File: src/rtl/data_mem_io_pkg.sv
// Shared constants for the data-side memory and I/O block.
// I/O register offsets, STATUS bit positions and timer reset values.
package data_mem_io_pkg;

    localparam logic [9:0] IO_LED      = 10'h200;
    localparam logic [9:0] IO_SW       = 10'h204;
    localparam logic [9:0] IO_KEY_EDGE = 10'h208;
    localparam logic [9:0] IO_TCOUNT   = 10'h20C;
    localparam logic [9:0] IO_TCMP     = 10'h210;
    localparam logic [9:0] IO_STATUS   = 10'h214;

    localparam int ST_MATCH = 0;
    localparam int ST_EN    = 1;

    localparam logic [31:0] TCMP_RESET = 32'hFFFF_FFFF;

endpackage

File: src/rtl/io_timer.sv
// Prescaled 32-bit timer with compare, sticky match flag and enable.
// Match is evaluated against the count before it increments.
module io_timer
    import data_mem_io_pkg::*;
#(
    parameter int PRESCALE = 1
) (
    input  logic        CLK,
    input  logic        RESET_N,
    input  logic        we_count,
    input  logic        we_cmp,
    input  logic        we_status,
    input  logic [31:0] wdata,
    output logic [31:0] count,
    output logic [31:0] cmp,
    output logic [31:0] status,
    output logic        timer_irq
);

    localparam int PW = (PRESCALE > 1) ? $clog2(PRESCALE) : 1;
    localparam logic [PW-1:0] PMAX = PW'(PRESCALE - 1);

    logic [PW-1:0] pre;
    logic          en;
    logic          flag;
    logic          tick;
    logic          match;

    assign tick  = en && (pre == PMAX);
    assign match = tick && (count == cmp);

    always_ff @(posedge CLK or negedge RESET_N) begin
        if (!RESET_N) begin
            pre <= '0;
        end else if (en) begin
            pre <= tick ? '0 : pre + 1'b1;
        end
    end

    // A load on a tick cycle wins; the prescaler wraps to 0 anyway.
    always_ff @(posedge CLK or negedge RESET_N) begin
        if (!RESET_N) begin
            count <= '0;
        end else if (we_count) begin
            count <= wdata;
        end else if (tick) begin
            count <= count + 32'd1;
        end
    end

    always_ff @(posedge CLK or negedge RESET_N) begin
        if (!RESET_N) begin
            cmp <= TCMP_RESET;
        end else if (we_cmp) begin
            cmp <= wdata;
        end
    end

    always_ff @(posedge CLK or negedge RESET_N) begin
        if (!RESET_N) begin
            en   <= 1'b0;
            flag <= 1'b0;
        end else begin
            if (we_status) begin
                en <= wdata[ST_EN];
            end
            if (match) begin
                flag <= 1'b1;
            end else if (we_status && wdata[ST_MATCH]) begin
                flag <= 1'b0;
            end
        end
    end

    always_comb begin
        status           = '0;
        status[ST_MATCH] = flag;
        status[ST_EN]    = en;
    end

    assign timer_irq = flag;

endmodule

File: src/rtl/data_mem_io.sv
// Data-port memory system: word RAM in the low half of the map,
// LED / switch / key-edge / timer registers in the high half.
module data_mem_io
    import data_mem_io_pkg::*;
#(
    parameter int RAM_WORDS = 128,
    parameter int PRESCALE  = 1
) (
    input  logic        CLK,
    input  logic        RESET_N,
    input  logic [9:0]  daddr,
    input  logic [31:0] ddata_w,
    input  logic        d_rw,
    output logic [31:0] ddata_r,
    input  logic [9:0]  sw,
    input  logic [3:0]  key,
    output logic [9:0]  led,
    output logic        timer_irq
);

    localparam int RIW = (RAM_WORDS > 1) ? $clog2(RAM_WORDS) : 1;

    logic [31:0]    ram [RAM_WORDS];
    logic [6:0]     ram_idx;
    logic [RIW-1:0] ram_a;
    logic           ram_hit;
    logic [9:0]     io_addr;

    logic sel_led;
    logic sel_sw;
    logic sel_key;
    logic sel_cnt;
    logic sel_cmp;
    logic sel_st;

    logic [9:0] sw_s1;
    logic [9:0] sw_s2;
    logic [3:0] key_s1;
    logic [3:0] key_s2;
    logic [3:0] key_d;
    logic [3:0] key_edge;
    logic [3:0] key_fall;
    logic [3:0] key_clr;

    logic [31:0] t_count;
    logic [31:0] t_cmp;
    logic [31:0] t_status;

    assign ram_idx = daddr[8:2];
    assign ram_a   = ram_idx[RIW-1:0];
    assign ram_hit = !daddr[9] && ({1'b0, ram_idx} < 8'(RAM_WORDS));
    assign io_addr = {daddr[9:2], 2'b00};

    assign sel_led = daddr[9] && (io_addr == IO_LED);
    assign sel_sw  = daddr[9] && (io_addr == IO_SW);
    assign sel_key = daddr[9] && (io_addr == IO_KEY_EDGE);
    assign sel_cnt = daddr[9] && (io_addr == IO_TCOUNT);
    assign sel_cmp = daddr[9] && (io_addr == IO_TCMP);
    assign sel_st  = daddr[9] && (io_addr == IO_STATUS);

    always_ff @(posedge CLK) begin
        if (d_rw && ram_hit) begin
            ram[ram_a] <= ddata_w;
        end
    end

    always_ff @(posedge CLK or negedge RESET_N) begin
        if (!RESET_N) begin
            led <= '0;
        end else if (d_rw && sel_led) begin
            led <= ddata_w[9:0];
        end
    end

    always_ff @(posedge CLK or negedge RESET_N) begin
        if (!RESET_N) begin
            sw_s1 <= '0;
            sw_s2 <= '0;
        end else begin
            sw_s1 <= sw;
            sw_s2 <= sw_s1;
        end
    end

    // Key flops reset high so releasing reset cannot look like a press.
    always_ff @(posedge CLK or negedge RESET_N) begin
        if (!RESET_N) begin
            key_s1 <= '1;
            key_s2 <= '1;
            key_d  <= '1;
        end else begin
            key_s1 <= key;
            key_s2 <= key_s1;
            key_d  <= key_s2;
        end
    end

    assign key_fall = key_d & ~key_s2;
    assign key_clr  = (d_rw && sel_key) ? ddata_w[3:0] : 4'h0;

    always_ff @(posedge CLK or negedge RESET_N) begin
        if (!RESET_N) begin
            key_edge <= '0;
        end else begin
            key_edge <= (key_edge & ~key_clr) | key_fall;
        end
    end

    io_timer #(
        .PRESCALE (PRESCALE)
    ) u_timer (
        .CLK       (CLK),
        .RESET_N   (RESET_N),
        .we_count  (d_rw && sel_cnt),
        .we_cmp    (d_rw && sel_cmp),
        .we_status (d_rw && sel_st),
        .wdata     (ddata_w),
        .count     (t_count),
        .cmp       (t_cmp),
        .status    (t_status),
        .timer_irq (timer_irq)
    );

    always_comb begin
        ddata_r = '0;
        unique case (1'b1)
            ram_hit: ddata_r = ram[ram_a];
            sel_led: ddata_r = {22'b0, led};
            sel_sw:  ddata_r = {22'b0, sw_s2};
            sel_key: ddata_r = {28'b0, key_edge};
            sel_cnt: ddata_r = t_count;
            sel_cmp: ddata_r = t_cmp;
            sel_st:  ddata_r = t_status;
            default: ddata_r = '0;
        endcase
    end

endmodule

File: config.mk
export PLATFORM = sky130hd
export DESIGN_NAME = data_mem_io
export DESIGN_NICKNAME = d
export VERILOG_FILES = /design/src/rtl/data_mem_io_pkg.sv /design/src/rtl/io_timer.sv /design/src/rtl/data_mem_io.sv
export SDC_FILE = /design/constraint.sdc
export NUM_CORES = 2
export LEC_CHECK = 0
export ABC_CLOCK_PERIOD_IN_PS = 2410
export CORE_MARGIN = 3
export CORE_UTILIZATION = 57
export DETAILED_ROUTE_END_ITERATION = 8
export PLACE_DENSITY = 0.76
export SLEW_MARGIN = 5
export SYNTH_ARGS = -nofsm -noshare
export SYNTH_HDL_FRONTEND = slang
export SYNTH_SLANG_ARGS = --single-unit
File: constraint.sdc
create_clock -name CLK -period 2.41 [get_ports CLK]
set_input_delay 0.241 -clock CLK [delete_from_list [all_inputs] [get_ports CLK]]
set_output_delay 0.241 -clock CLK [all_outputs]
set_load 0.01 [all_outputs]
After elaboration in Yosys (flattened, before gate mapping) --
Memory sizes are Yosys's and may differ from the RTL's. Index checks and enable logic that the tools add are counted.
Storage, ports and cells: bits in writable memories 4096, bits of input ports 59, flip-flop bits (word level) 113, output and inout bits 43, memories 1, word-level logic and storage cells 55
Memories:
- ram | words 128, bits a word 32, rd ports 1, clocked after Yosys merged registers in 0, wr ports 1, RTL line data_mem_io.sv:23 | logic [31:0] ram [RAM_WORDS];
Operators by class: reduce and logical (&&, ||, !) cells 18, bitwise operators 6, add/subtract/negate cells 2, equal/unequal tests 7, muxes and demuxes 9
Operator list (count):
- case mux 32 bit (7 select lines) | 1
- 2-to-1 mux 32 bit | 2
- == test 8 bit, second input constant | 6
- adder 32 x 1 -> 32 bit, second input constant | 1
- == test 32 bit | 1
- logical AND 1 bit | 15
- AND 4 bit | 2
- NOT 4 bit | 2
- 2-to-1 mux 1 bit | 5
- 2-to-1 mux 4 bit | 1
- bitwise OR 4 bit | 1
- nonzero test 2 bit | 2
- adder 1 bit, second input constant | 1
- zero test 1 bit | 1
- NOT 1 bit | 1

Logic depth before layout (Yosys ltp) --
word-level depth 7, depth in mapped cells 13, mapped depth without buffers 7

By module --
A second synthesis with hierarchy kept.
Second synthesis, totals: cell total of the unflattened synthesis 7880, area total of the unflattened synthesis 163311.6 µm²
By module, submodules not included:
- data_mem_io | area each 159583.1 µm², cells each 7520, sequential area each 124164.1 µm², times used 1
- io_timer | area each 3728.6 µm², cells each 360, sequential area each 1716.6 µm², times used 1

Worst setup path after synthesis --
Ideal clock, no wire load.
path kind in2reg, start in daddr[2], end mem ram[107][0], enable pin, setup time 421 ps, arrival time 3313 ps, cell stages on the path 11, buffers on the path 8, slack -1325 ps, data required time 1989 ps, path through buf_6 -> buf_6 -> buf_6 -> buf_6 -> buf_4 -> buf_6 -> buf_4 -> and3b_1 -> nand2_1 -> buf_2 -> nor2_1
RTL lines:
- start, declared | RTL line data_mem_io.sv:11 | input logic [9:0] daddr,
- end, declared | RTL line data_mem_io.sv:23
Straight into the memory's write port.

Worst setup path after layout --
start in daddr[8], end out ddata_r[31]
Between the ends: longest elaborated chain between the ends 3, elaborated cells between the ends (all ways) 14, those cells by class eq/ne (6); mux (1); reduce/logical (6); memory (1)
RTL lines:
- parallel branches: the longest is 2 deep, another holds memory (128 x 32 bit)
- case mux 32 bit (7 select lines) * | RTL line data_mem_io.sv:126 | unique case (1'b1)
- end, declared | RTL line data_mem_io.sv:14 | output logic [31:0] ddata_r,
Mark *: on every way between the ends.

==> run summary <==
The combined area of all synthesized cells is 0.164 mm2. The final number of hold-violating endpoints is 0, and the growth of design area from synthesis to finish is 20.2%. The number of buffers and inverters on the critical path is 6. Headroom to the max-slew limit came out at 16.7%. Clock tree synthesis inserted a total of 402 buffers.

Number of global-route vias before repair: 91100. Global routing consumed, on the met2 layer, 49.9% of the routing resources. The arrival time at the worst endpoint is 3.56 ns. The logs give 68.9% for the share of the core filled with cells and 0.650 mV for the maximum VDD drop. In this run the power density over the cells is 791 mW/mm2.

The vertical die dimension is 542 um. By startpoint and endpoint, the worst setup path is classified as input pin to output port. The post-route netlist has 35.6% of its cells at a drive strength greater than 1. The run gives 102 as the top-level I/O count. The worst register-to-register path begins at u_timer.count[1]. In this run, synthesis produced a sequential element count of 4209. Data on the critical path is required at its endpoint by 2.17 ns. The tools report the cell area after placement as 0.181 mm2.

The run gives 0.98 ns as the clock latency on the worst-skew pair. In the final routed layout, each cell accounts on average for 36.2 um. In this run, placement finished with an instance count of 12500.

Measured along the x axis, the die boundary spans 542 um. The flow ran to the end, but the final reports show violations. The worst-path cell with the longest stage delay is a211oi_1. The number of port buffers is 99, and the minimum setup slack in the final design is -1.39 ns.

In this design, the stage delay of the slowest critical-path cell is 0.94 ns. Row generation in the floorplan step produced 196 rows. Sorting the synthesized cells by area gives the leading types as edfxtp_1 (75%), mux4_2 (9.6%), mux2_2 (2.9%). In this run the most used layer during global routing was met2. The die covers 0.293 mm2. The checks that failed: setup timing. After synthesis, the largest area contributor takes up 75.2% of total cell area. The number of antenna violations at the first check in global routing is 32. The routability-driven placement congestion ratio came out at 0.974. The worst hold path startpoint was ddata_w[13]. The final critical-path share of the clock period is 158%, and the transition time at the pin with the least slew margin is 1.25 ns. The tools report the post-synthesis net count as 8020.

Counting every instance in the synthesized netlist gives 7960. The tools report the routed via count as 91200. Global routing finished with a remaining overflow of 0.

The post-route clock skew came out at 0.0345 ns. The root buffer selected by CTS is clkbuf_16. Averaged over all synthesized cells, the footprint is 20.6 um2.

The share of synthesized registers carrying an async set or reset is 2.68%, and the via density per instance is 6.86. Starting utilization of the core area: 57.3%. After clock tree synthesis, the clock-pin slew on the worst setup and hold paths is 0.06 ns. Wires add up to 481 mm.

The tools report the number of warnings printed during yosys synthesis as 0. TritonCTS built the clock tree. The detailed router finished its first iteration with 15200 violations.

Setup repair after global routing could not meet its margin everywhere. For this run, design rule violations remaining after detail routing come to 0. The sum of net half-perimeters after detailed placement came out at 294 mm. Walking the worst path, the cells encountered are clkdlybuf4s50_1 -> buf_12 -> and3_1 -> buf_12 -> buf_4 -> o21ai_0 -> a211oi_1 -> o32ai_4 -> buf_6 -> a41oi_2 -> a221o_1 -> buf_2. The number of synthesized flops with an enable pin is 4096. Timing analysis after detailed placement gives a worst setup slack of -2.17 ns. Total power for the finished layout comes to 0.156 W. The cell class contributing the biggest share of worst-path delay was compound AO/OA/AOI/OAI gates. The logs give 678 mm for the wire length of the first global-routing pass and 8.83% for the global routing usage on met3.

Of all cell types, the one taking the most synthesized area is edfxtp_1. The tools report the final cell area excluding filler cells as 0.197 mm2. In this run, distinct cell masters in the synthesized netlist total 50.

The cell with the most instances after synthesis was edfxtp_1. The worst setup path is launched from an input pin. The timing startpoint of the critical path was daddr[8].

The max-slew violation count is 0. The met1 track utilization from global routing came out at 43.1%. Sequential elements use 76.9% of the synthesized area.

The logs give 13300 for the post-route non-filler standard cell count and 132 for the largest net degree at the start of global routing. The worst path in the final design needs a cycle of 3.80 ns, including I/O delays and setup. The tightest min-delay check is of the input pin to flop type.

Max-cap violations in this run came to 0. The tools report the global-route usage over all layers as 32.6%. The worst setup path is captured at an output port. The analysis attributes to cell leakage a power of 64.6 nW. Along the worst path, the maximum fanout reaches 14. Number of nets in the layout: 9262.

The core box area came out at 0.285 mm2. H-tree depth: 5. In this run the remaining antenna-violating nets after routing total 0. Ranked by instance count, the synthesized netlist is headed by edfxtp_1 (4096), mux4_2 (694), mux2i_1 (466). Setup violations remaining at the end of the flow were counted as 32.

For this design, the sink count on the clock tree is 4209. Maximum achievable frequency: 263 MHz. The most instantiated flip-flop cell in the synthesis netlist is edfxtp_1. The most common cell type on the critical path is buf_12.

The clock passes through at most 4 buffers. The tools report the number of detailed-route iterations in the first pass as 8.
what timing repair did:
item,CTS,global route
setup buffers,5,5
pin swaps,84,43
hold buffers,48,0
endpoints found under the setup margin,32,32
resized for setup,416,109
gates cloned,1,0
hold endpoints to repair,1762,0
kinds of logic after synthesis:
family                   count (synthesis)  share of synthesized area (%)
AO/OA/AOI/OAI                          813                           3.66
XOR/XNOR                                63                          0.337
adder cells (fa/ha/maj)                  1                        0.00765
buffers and inverters                  557                           1.75
flip-flops                            4209                           76.9
multiplexers                          1585                           15.3
AND/OR/NAND/NOR                        732                           1.96
through the flow:
| step | hold slack, ns | setup TNS [ns] |
|---|---|---|
| after detailed placement | 0.304 | -1078.79 |
| after global routing | 0.0519 | -39.62 |
| after CTS | 0.0476 | -38.55 |
| after floorplan | -0.0546 | -1972.05 |
| final | 0.0824 | -38.59 |
| after global placement | 0.302 | -985.49 |
layout make-up:
cell class / instances / area [um2]
Antenna cell: 11 / 27.5
Sequential cell: 4209 / 126000
Fill cell: 16300 / 88700
Timing Repair Buffer: 1312 / 14900
Multi-Input combinational cell: 3194 / 37800
Tap cell: 3762 / 4710
Clock inverter: 262 / 2710
Clock buffer: 473 / 10400
Inverter: 83 / 312
flip-flops by register name, indices dropped and copies added (netlist names), 4 cells and up:
register       count
ram             4096
u_timer.cmp       32
u_timer.count     32
led               10
sw_s1             10
sw_s2             10
key_d              4
key_edge           4
key_s1             4
key_s2             4
cells in the final DEF, fill, tap and decap left out, types with 44 or more instances in the layout:
| cell type | n |
|---|---|
| clkbuf_1 | 67 |
| dlygate4sd3_1 | 47 |
| o21ai_0 | 155 |
| nand4_1 | 67 |
| mux2_2 | 416 |
| buf_6 | 56 |
| mux4_2 | 694 |
| a211oi_1 | 76 |
| nand2_1 | 248 |
| o22ai_1 | 76 |
| dfrtp_1 | 69 |
| buf_4 | 785 |
| buf_12 | 367 |
| clkbuf_16 | 405 |
| mux2i_1 | 441 |
| a221oi_1 | 111 |
| clkinv_2 | 66 |
| nor2_4 | 149 |
| nor2_1 | 91 |
| inv_1 | 83 |
| edfxtp_1 | 4096 |
| a22oi_1 | 114 |
| clkinv_1 | 99 |
| dfstp_2 | 44 |
where the power goes:
group | leakage (nW) | switching [W] | internal [W]
registers | 38.0 | 0.000426 | 0.0807
logic | 20.2 | 0.00684 | 0.00446
clock network | 6.35 | 0.0277 | 0.0355
total | 64.6 | 0.0350 | 0.121
metal layers:
layer / wire [um] / share of wire (%)
met5: 28 / 0.0058
met1: 163000 / 34
met3: 63100 / 13
met4: 31000 / 6.4
met2: 224000 / 47
path summary, 6_finish.rpt:
kind / to / slack [ns] / cells past startpoint
setup / recovery: ddata_r[31] / -1.39 / 12
hold / removal: ram[46][13] / 0.08 / 1
setup reg to reg: u_timer.count[26] / 0.21 / 8
hold reg to reg: sw_s2[0] / 0.35 / 0
max in group asynchronous: u_timer.cmp[15] / 1.51 / 4
min in group asynchronous: u_timer.cmp[8] / 0.50 / 3
Power figures use the tool's default switching activity.
